--- config.mk ---
export PLATFORM = sky130hd
export DESIGN_NAME = r_ordering_unit_flat
export DESIGN_NICKNAME = d
export VERILOG_FILES = /design/src/rtl/rob_pkg.sv /design/src/rtl/r_if.sv /design/src/rtl/r_beat_checker.sv /design/src/rtl/r_ordering_unit.sv /design/src/flat_wrapper.sv
export SDC_FILE = /design/constraint.sdc
export NUM_CORES = 1
export LEC_CHECK = 0
export CORE_MARGIN = 5
export CORE_UTILIZATION = 35
export CTS_BUF_LIST = sky130_fd_sc_hd__clkbuf_16
export CTS_CLUSTER_DIAMETER = 120
export DETAILED_ROUTE_END_ITERATION = 10
export PLACE_DENSITY_LB_ADDON = 0.08
export SKIP_LAST_GASP = 1
export SLEW_MARGIN = 30
export SYNTH_ARGS = -nofsm -noshare
export SYNTH_HDL_FRONTEND = slang
export SYNTH_HIERARCHICAL = 1
export SYNTH_SLANG_ARGS = --single-unit
--- constraint.sdc ---
create_clock -name clk -period 3.09 [get_ports clk]
set_input_delay 0.618 -clock clk [delete_from_list [all_inputs] [get_ports clk]]
set_output_delay 0.618 -clock clk [all_outputs]
set_load 0.01 [all_outputs]
--- src/rtl/rob_pkg.sv ---
// -----------------------------------------------------------------------------
// rob_pkg
// Shared definitions for the read-ordering blocks: AXI R response codes and
// the state encoding of the R ordering FSM.
// No ports (package).
// -----------------------------------------------------------------------------
package rob_pkg;

   localparam logic [1:0] RESP_OKAY   = 2'b00;
   localparam logic [1:0] RESP_SLVERR = 2'b10;

   typedef enum logic [1:0] {
      ST_IDLE   = 2'd0,
      ST_LOOKUP = 2'd1,
      ST_SEND   = 2'd2
   } r_ord_state_e;

endpackage : rob_pkg

--- src/rtl/r_if.sv ---
// -----------------------------------------------------------------------------
// r_if
// AXI-style R channel bundle (valid/ready handshake plus id/data/resp/last).
// Modports:
//   sender   - drives valid, id, data, resp, last; samples ready
//   receiver - samples valid, id, data, resp, last; drives ready
// -----------------------------------------------------------------------------
interface r_if #(
   parameter int ID_WIDTH   = 32,
   parameter int DATA_WIDTH = 64,
   parameter int RESP_WIDTH = 2
);

   logic                  valid;
   logic                  ready;
   logic [ID_WIDTH-1:0]   id;
   logic [DATA_WIDTH-1:0] data;
   logic [RESP_WIDTH-1:0] resp;
   logic                  last;

   modport sender (
      output valid, id, data, resp, last,
      input  ready
   );

   modport receiver (
      input  valid, id, data, resp, last,
      output ready
   );

endinterface : r_if

--- src/rtl/r_beat_checker.sv ---
// -----------------------------------------------------------------------------
// r_beat_checker
// Counts delivered beats of the burst currently described by the UID cache and
// flags a beat whose LAST flag disagrees with the burst length from the
// tag-map (LAST early, or no LAST on the final beat).
// Ports:
//   clk, rst      clock, synchronous active-high reset
//   fill_i        cache fill: restart count, capture fill_len_i
//   fill_len_i    burst length (beats-1) of the newly cached burst
//   beat_done_i   a beat was handed to the master this cycle
//   beat_last_i   LAST flag of the beat currently being presented
//   mismatch_o    combinational: presented beat violates the burst length
// -----------------------------------------------------------------------------
module r_beat_checker #(
   parameter int LEN_WIDTH = 8
) (
   input  logic                 clk,
   input  logic                 rst,
   input  logic                 fill_i,
   input  logic [LEN_WIDTH-1:0] fill_len_i,
   input  logic                 beat_done_i,
   input  logic                 beat_last_i,
   output logic                 mismatch_o
);

   // One extra bit so an overrunning burst never wraps back onto len.
   localparam logic [LEN_WIDTH:0] CNT_ONE = {{LEN_WIDTH{1'b0}}, 1'b1};

   logic [LEN_WIDTH:0]   cnt_q;
   logic [LEN_WIDTH:0]   cnt_d;
   logic [LEN_WIDTH-1:0] len_q;
   logic [LEN_WIDTH-1:0] len_d;
   logic                 at_len;

   // Beat counter and captured length: restart on fill, advance per delivery.
   always_comb begin
      cnt_d = cnt_q;
      len_d = len_q;
      if (fill_i) begin
         cnt_d = '0;
         len_d = fill_len_i;
      end else if (beat_done_i) begin
         cnt_d = cnt_q + CNT_ONE;
      end else begin
         cnt_d = cnt_q;
      end
   end

   // Counter state registers.
   always_ff @(posedge clk) begin
      if (rst) begin
         cnt_q <= '0;
         len_q <= '0;
      end else begin
         cnt_q <= cnt_d;
         len_q <= len_d;
      end
   end

   assign at_len     = (cnt_q == {1'b0, len_q});
   // Count is the 0-based index of the beat on the output right now.
   assign mismatch_o = (beat_last_i & ~at_len) | (~beat_last_i & at_len);

endmodule : r_beat_checker

--- src/rtl/r_ordering_unit.sv ---
// -----------------------------------------------------------------------------
// r_ordering_unit
// Return path of the AR ordering stage. R beats arrive tagged with an internal
// UID; the UID is translated back to the master's original ID through the
// tag-map (with a one-entry cache so only the first beat of a burst needs a
// lookup), the beat is forwarded with the original ID, and the UID is released
// to the tag-map after the last beat of the burst has been delivered.
//
// Optional feature (macro R_ORD_LEN_CHECK_EN): beat count vs. burst length
// checking; a mismatching beat is returned with SLVERR and len_err pulses.
//
// Ports:
//   clk, rst        clock, synchronous active-high reset
//   r_in            R beats from slave side (id = UID), receiver modport
//   r_out           R beats to master (id = original ID), sender modport
//   lookup_req/uid  tag-map lookup request, held until lookup_gnt
//   lookup_gnt      lookup result valid (lookup_orig_id, lookup_len)
//   free_req/uid    one-cycle UID release after a delivered last beat
//   len_err         one-cycle pulse: burst length mismatch (check build only)
// -----------------------------------------------------------------------------
module r_ordering_unit
   import rob_pkg::*;
#(
   parameter int ID_WIDTH   = 32,
   parameter int DATA_WIDTH = 64,
   parameter int RESP_WIDTH = 2,
   parameter int LEN_WIDTH  = 8
) (
   input  logic                 clk,
   input  logic                 rst,
   r_if.receiver                r_in,
   r_if.sender                  r_out,
   output logic                 lookup_req,
   output logic [ID_WIDTH-1:0]  lookup_uid,
   input  logic                 lookup_gnt,
   input  logic [ID_WIDTH-1:0]  lookup_orig_id,
   input  logic [LEN_WIDTH-1:0] lookup_len,
   output logic                 free_req,
   output logic [ID_WIDTH-1:0]  free_uid,
   output logic                 len_err
);

   r_ord_state_e          state_q,      state_d;
   logic [ID_WIDTH-1:0]   uid_q,        uid_d;
   logic [DATA_WIDTH-1:0] data_q,       data_d;
   logic [RESP_WIDTH-1:0] resp_q,       resp_d;
   logic                  last_q,       last_d;
   logic [ID_WIDTH-1:0]   out_id_q,     out_id_d;
   logic                  cache_vld_q,  cache_vld_d;
   logic [ID_WIDTH-1:0]   cache_uid_q,  cache_uid_d;
   logic [ID_WIDTH-1:0]   cache_orig_q, cache_orig_d;
   logic                  free_req_q,   free_req_d;
   logic [ID_WIDTH-1:0]   free_uid_q,   free_uid_d;
   logic                  len_err_q,    len_err_d;

   logic st_idle;
   logic st_lookup;
   logic st_send;
   logic hs_in;
   logic hs_out;
   logic cache_hit;
   logic fill;
   logic beat_err;

   assign st_idle   = (state_q == ST_IDLE);
   assign st_lookup = (state_q == ST_LOOKUP);
   assign st_send   = (state_q == ST_SEND);
   assign hs_in     = r_in.valid & st_idle;
   assign hs_out    = st_send & r_out.ready;
   assign cache_hit = cache_vld_q & (r_in.id == cache_uid_q);
   assign fill      = st_lookup & lookup_gnt;

`ifdef R_ORD_LEN_CHECK_EN
   logic len_mismatch;

   r_beat_checker #(
      .LEN_WIDTH (LEN_WIDTH)
   ) u_beat_checker (
      .clk         (clk),
      .rst         (rst),
      .fill_i      (fill),
      .fill_len_i  (lookup_len),
      .beat_done_i (hs_out),
      .beat_last_i (last_q),
      .mismatch_o  (len_mismatch)
   );

   // Only a beat actually on the output can be in error.
   assign beat_err = st_send & len_mismatch;
`else
   logic unused_len;

   assign unused_len = ^lookup_len;
   assign beat_err   = 1'b0;
`endif

   // Next-state logic: beat capture, UID translation, cache and release.
   always_comb begin
      state_d      = state_q;
      uid_d        = uid_q;
      data_d       = data_q;
      resp_d       = resp_q;
      last_d       = last_q;
      out_id_d     = out_id_q;
      cache_vld_d  = cache_vld_q;
      cache_uid_d  = cache_uid_q;
      cache_orig_d = cache_orig_q;
      free_req_d   = 1'b0;
      free_uid_d   = free_uid_q;
      len_err_d    = 1'b0;

      case (state_q)
         ST_IDLE: begin
            if (hs_in) begin
               uid_d  = r_in.id;
               data_d = r_in.data;
               resp_d = r_in.resp;
               last_d = r_in.last;
               if (cache_hit) begin
                  out_id_d = cache_orig_q;
                  state_d  = ST_SEND;
               end else begin
                  state_d  = ST_LOOKUP;
               end
            end else begin
               state_d = ST_IDLE;
            end
         end

         ST_LOOKUP: begin
            if (lookup_gnt) begin
               // A different UID simply replaces the cached burst.
               out_id_d     = lookup_orig_id;
               cache_vld_d  = 1'b1;
               cache_uid_d  = uid_q;
               cache_orig_d = lookup_orig_id;
               state_d      = ST_SEND;
            end else begin
               state_d = ST_LOOKUP;
            end
         end

         ST_SEND: begin
            if (hs_out) begin
               state_d   = ST_IDLE;
               len_err_d = beat_err;
               if (last_q) begin
                  // Burst complete: forget it and hand the UID back.
                  cache_vld_d = 1'b0;
                  free_req_d  = 1'b1;
                  free_uid_d  = uid_q;
               end else begin
                  cache_vld_d = cache_vld_q;
               end
            end else begin
               state_d = ST_SEND;
            end
         end

         default: begin
            state_d = ST_IDLE;
         end
      endcase
   end

   // State and payload registers.
   always_ff @(posedge clk) begin
      if (rst) begin
         state_q      <= ST_IDLE;
         uid_q        <= '0;
         data_q       <= '0;
         resp_q       <= '0;
         last_q       <= 1'b0;
         out_id_q     <= '0;
         cache_vld_q  <= 1'b0;
         cache_uid_q  <= '0;
         cache_orig_q <= '0;
         free_req_q   <= 1'b0;
         free_uid_q   <= '0;
         len_err_q    <= 1'b0;
      end else begin
         state_q      <= state_d;
         uid_q        <= uid_d;
         data_q       <= data_d;
         resp_q       <= resp_d;
         last_q       <= last_d;
         out_id_q     <= out_id_d;
         cache_vld_q  <= cache_vld_d;
         cache_uid_q  <= cache_uid_d;
         cache_orig_q <= cache_orig_d;
         free_req_q   <= free_req_d;
         free_uid_q   <= free_uid_d;
         len_err_q    <= len_err_d;
      end
   end

   assign r_in.ready  = st_idle;

   assign r_out.valid = st_send;
   assign r_out.id    = out_id_q;
   assign r_out.data  = data_q;
   assign r_out.resp  = beat_err ? RESP_SLVERR : resp_q;
   assign r_out.last  = last_q;

   assign lookup_req  = st_lookup;
   assign lookup_uid  = uid_q;

   assign free_req    = free_req_q;
   assign free_uid    = free_uid_q;
   assign len_err     = len_err_q;

endmodule : r_ordering_unit
--- src/flat_wrapper.sv ---
// flat-port wrapper written by rule: the top's interface ports become plain ports
module r_ordering_unit_flat import rob_pkg::*;
#(
   parameter int ID_WIDTH   = 32,
   parameter int DATA_WIDTH = 64,
   parameter int RESP_WIDTH = 2,
   parameter int LEN_WIDTH  = 8
)
  (clk, rst, lookup_req, lookup_uid, lookup_gnt, lookup_orig_id, lookup_len, free_req, free_uid, len_err, r_in_valid, r_in_id, r_in_data, r_in_resp, r_in_last, r_in_ready, r_out_valid, r_out_id, r_out_data, r_out_resp, r_out_last, r_out_ready);
  r_if #(.ID_WIDTH(ID_WIDTH), .DATA_WIDTH(DATA_WIDTH), .RESP_WIDTH(RESP_WIDTH)) r_in_i ();
  r_if #(.ID_WIDTH(ID_WIDTH), .DATA_WIDTH(DATA_WIDTH), .RESP_WIDTH(RESP_WIDTH)) r_out_i ();
  input  logic clk;
  input  logic rst;
  output logic lookup_req;
  output logic [ID_WIDTH-1:0] lookup_uid;
  input  logic lookup_gnt;
  input  logic [ID_WIDTH-1:0] lookup_orig_id;
  input  logic [LEN_WIDTH-1:0] lookup_len;
  output logic free_req;
  output logic [ID_WIDTH-1:0] free_uid;
  output logic len_err;
  input wire logic [$bits(r_in_i.valid)-1:0] r_in_valid;
  input wire logic [$bits(r_in_i.id)-1:0] r_in_id;
  input wire logic [$bits(r_in_i.data)-1:0] r_in_data;
  input wire logic [$bits(r_in_i.resp)-1:0] r_in_resp;
  input wire logic [$bits(r_in_i.last)-1:0] r_in_last;
  output wire logic [$bits(r_in_i.ready)-1:0] r_in_ready;
  output wire logic [$bits(r_out_i.valid)-1:0] r_out_valid;
  output wire logic [$bits(r_out_i.id)-1:0] r_out_id;
  output wire logic [$bits(r_out_i.data)-1:0] r_out_data;
  output wire logic [$bits(r_out_i.resp)-1:0] r_out_resp;
  output wire logic [$bits(r_out_i.last)-1:0] r_out_last;
  input wire logic [$bits(r_out_i.ready)-1:0] r_out_ready;
  assign r_in_i.valid = r_in_valid;
  assign r_in_i.id = r_in_id;
  assign r_in_i.data = r_in_data;
  assign r_in_i.resp = r_in_resp;
  assign r_in_i.last = r_in_last;
  assign r_in_ready = r_in_i.ready;
  assign r_out_valid = r_out_i.valid;
  assign r_out_id = r_out_i.id;
  assign r_out_data = r_out_i.data;
  assign r_out_resp = r_out_i.resp;
  assign r_out_last = r_out_i.last;
  assign r_out_i.ready = r_out_ready;
  r_ordering_unit #(.ID_WIDTH(ID_WIDTH), .DATA_WIDTH(DATA_WIDTH), .RESP_WIDTH(RESP_WIDTH), .LEN_WIDTH(LEN_WIDTH)) u_core (.clk(clk), .rst(rst), .r_in(r_in_i), .r_out(r_out_i), .lookup_req(lookup_req), .lookup_uid(lookup_uid), .lookup_gnt(lookup_gnt), .lookup_orig_id(lookup_orig_id), .lookup_len(lookup_len), .free_req(free_req), .free_uid(free_uid), .len_err(len_err));
endmodule
==> reports/metrics.csv <==
stage;metric;value;unit
detailed_routing;top_layer_used;met4;
logic_synthesis;synth.area.top_cells;dfxtp_1 53%, nand2_1 17%, a21oi_1 11%;
clock_tree;cts-resized-gates;0;
final_layout;drive_gt1_share;4.58;%
power;p_seq_share;45.2;%
clock_tree;cts_tree;yes;
logic_synthesis;yosys.area_share.xor_xnor;2.20;%
die;ioPinCount;312;
logic_synthesis;synth_simple_gate_area_share;19.3;%
job;maxCapViolCount;0;
final_layout;fin_nets;1480;
detailed_routing;ant_nets;0;
worst_hold_path;hold_class;flip-flop to flip-flop;
timing;fmax;0.395;GHz
worst_setup_path;crit_required;3.49;ns
logic_synthesis;synth_fa_ha_area_share;0;%
worst_setup_path;worstPathMaxFanout;65;
logic_synthesis;synth.distinct_cells;33;
timing;max_slew_margin;57.3;%
worst_setup_path;cpPeakStageDelay;0.57;ns
detailed_routing;routedLengthMet1;12200;µm
worst_hold_path;holdCritStartpoint;u_core/r_out.data[14];
die;die_h;168;µm
power;total_power;7.08;mW
detailed_routing;route.met2.wl;12600;µm
logic_synthesis;post_synth.cell_area_avg;8.17;µm²
final_layout;multi_input_area;3780;µm²
timing;final.setup.tns;0;ns
logic_synthesis;syn_area;8770;µm²
detailed_routing;avgRoutedWirePerCell;16.7;µm
logic_synthesis;synth_top_family_by_area;simple AND/OR/NAND/NOR gates;
timing;setup_viol;0;
global_route;grt_max_degree;132;
timing;hold_violations;0;
die;die_area;28300;µm²
final_layout;final_cell_mix;390 x nand2_1, 301 x clkdlybuf4s50_1, 231 x dfxtp_1;
power;netSwitchingFraction;24.6;%
power;p_comb_share;13.3;%
timing;rsz0062_at_grt;no;
global_route;grt_antenna_before_repair;1;
logic_synthesis;synth_mux_area_share;3.78;%
timing;slew_viol_final;0;
timing;timing.final.crit_share;81.9;%
worst_setup_path;crit_path_start_kind;primary input;
die;core;25000;µm²
timing;fin_crit;2.53;ns
logic_synthesis;synth_cells;1073;
die;std_cell_rows;58;
detailed_routing;drt_iter0_markers;467;
worst_setup_path;crit_arrival;2.93;ns
clock_tree;numCtsBuffers;27;
global_route;grt_pass1_wl;43800;µm
global_route;grt_overflow;0;
power;ir_drop;0.000364;V
place;gp_congestion;0.740;
die;die_x;168;µm
detailed_routing;drc_errors;0;
power;p_leak;4.72;nW
power;pwr-share-clk;41.5;%
worst_setup_path;path_class;primary input to flip-flop;
worst_setup_path;path_cells;clkdlybuf4s50_1 -> nand2b_1 -> o2111ai_1 -> or4_4 -> nor4b_4 -> buf_12 -> o21ai_0 -> o311a_1;
clock_tree;htreeDepth;1;
timing;tightest_slew;0.640;ns
logic_synthesis;synth_top_cell_by_area;dfxtp_1;
logic_synthesis;synth_fp_nets;1217;
clock_tree;clockRootBuffer;clkbuf_16;
final_layout;regArea;4620;µm²
place;dp_hpwl;18600;µm
worst_setup_path;end_kind;flip-flop;
global_route;track_usage;18.8;%
clock_tree;cts_hold_buffers;0;
logic_synthesis;ys_warn_count;6;
timing;fin_worst_skew;0.0145;ns
status;status;finished clean;
logic_synthesis;synth_top_cell_area_share;52.7;%
final_layout;n_fill_cell;2414;
detailed_routing;routed_wirelength;28100;µm
power;power_density;550;nW/µm²
clock_tree;cts_setup_buffers;0;
logic_synthesis;ys_ff_latch;231;
detailed_routing;drt_first_pass_iters;5;
worst_setup_path;timing.rr.start;u_core/cache_uid_q[30];
detailed_routing;vias;8135;
final_layout;layout_commonest_cell;nand2_1;
worst_setup_path;crit_path_start;r_in_id[9];
power;internal_power;5.34;mW
global_route;grt_pass1_vias;7808;
logic_synthesis;synth_seq_area_share;52.7;%
place;io_buffers;302;
power;p_sw;1.74;mW
die;initial_core_util;35.1;%
clock_tree;path_clk_slew;0.06;ns
clock_tree;insertion_delay;0.52;ns
detailed_routing;viasPerCell;4.83;
clock_tree;clk_path_buf_depth;3;
logic_synthesis;synth-compound-area-share;17.5;%
final_layout;syn2layout_area_growth;46.9;%
worst_setup_path;cp_slowest_cell;or4_4;
detailed_routing;dr_wl_met3;2840;µm
clock_tree;clkSinkCount;231;
## registers in the layout, indices dropped and copies added, names as in the netlist
register and flops:
u_core/cache_orig_q 32, u_core/cache_uid_q 32, u_core/cache_vld_q 1, u_core/free_req 1
u_core/free_uid 32, u_core/lookup_uid 32, u_core/r_out.data 64, u_core/r_out.id 32
u_core/r_out.last 1, u_core/r_out.resp 2, u_core/state_q 2
## through the flow
step / instances / hold slack [ns] / util (%) / area, µm² / setup WS, ns
2_1_floorplan: 1073 / 0.436 / - / 8770 / 0.855
3_3_place_gp: 1637 / 0.441 / 48.3 / 12100 / 0.0659
3_5_place_dp: 1637 / 0.447 / 48.3 / 12100 / 0.0575
4_1_cts: 1684 / 0.455 / 51.6 / 12900 / 0.554
5_1_grt: 1685 / 0.472 / 51.6 / 12900 / 0.443
6_report: 1685 / 0.450 / 51.6 / 12900 / 0.560
## cell families (layout without fill, tap and decap cells)
| family | Yosys count | count (layout) |
|---|---|---|
| AO/OA/AOI/OAI | 268 | 268 |
| XOR/XNOR | 22 | 22 |
| buffers and inverters | 92 | 373 |
| flip-flops | 231 | 231 |
| multiplexers | 33 | 33 |
| other | 1 | 2 |
| AND/OR/NAND/NOR | 426 | 426 |
## final cells by class
| cell class | count | share of cell area [%] |
|---|---|---|
| inverters | 7 | 0.204 |
| clock inverters | 20 | 1.07 |
| well taps | 330 | 3.21 |
| diodes | 1 | 0.0194 |
| repair buffers | 319 | 25.0 |
| clock buffers | 27 | 5.24 |
| flip-flops and latches | 231 | 35.9 |
| multi-input cells | 750 | 29.3 |
## worst max-delay path, delay by kind of cell
family	cells	cell delay [ns]
and+or+nand+nor	3	1.06
buffers and inverters	2	0.84
AOI/OAI and AO/OA	3	0.38
## power groups by stage
| stage | Clock, mW | Sequential (mW) | Combinational (mW) |
|---|---|---|---|
| 6_report | 2.94 | 3.20 | 0.940 |
| 5_1_grt | 3.15 | 3.22 | 1.02 |
| 4_1_cts | 3.04 | 3.20 | 0.954 |
| 3_5_place_dp | 0 | 3.27 | 0.950 |
| 3_3_place_gp | 0 | 3.26 | 0.949 |
| 2_1_floorplan | 0 | 3.30 | 0.357 |
## routing by layer
metal,global-route usage (%),vias to the layer above
li1,-,4094
met1,24.3,3737
met2,29.9,269
met3,7.40,35
met4,3.88,0
met5,0,-
## worst paths after layout
check	slack [ns]	endpoint	cells past startpoint
max	0.56	u_core/r_out.id[3]	8
min	0.45	u_core/r_out.data[14]	2
max reg2reg	0.83	u_core/r_out.id[3]	8
min reg2reg	0.45	u_core/r_out.data[14]	2
## cells in the mapped netlist
| master | number |
|---|---|
| nand4_1 | 1 |
| nor4b_4 | 1 |
| o21ai_0 | 13 |
| xor2_1 | 20 |
| a221o_1 | 1 |
| a21oi_1 | 195 |
| nor2b_1 | 7 |
| clkbuf_1 | 73 |
| a211oi_2 | 1 |
| a221oi_1 | 1 |
| nand2_1 | 392 |
| dfxtp_1 | 231 |
| or4_4 | 1 |
| nand2b_1 | 7 |
| mux2_2 | 1 |
| nand3_1 | 2 |
| a2111oi_0 | 1 |
| inv_1 | 7 |
| buf_2 | 5 |
| nor2_1 | 4 |
| o21ai_1 | 20 |
| o311a_1 | 32 |
| buf_4 | 3 |
| nor4_1 | 4 |
| xnor2_1 | 2 |
| buf_6 | 4 |
| and3_1 | 1 |
| mux2i_1 | 32 |
| and2_1 | 2 |
| conb_1 | 1 |
| o2111ai_1 | 3 |
| o41ai_1 | 1 |
| nor3_1 | 4 |
(Power assumes the default switching activity.)
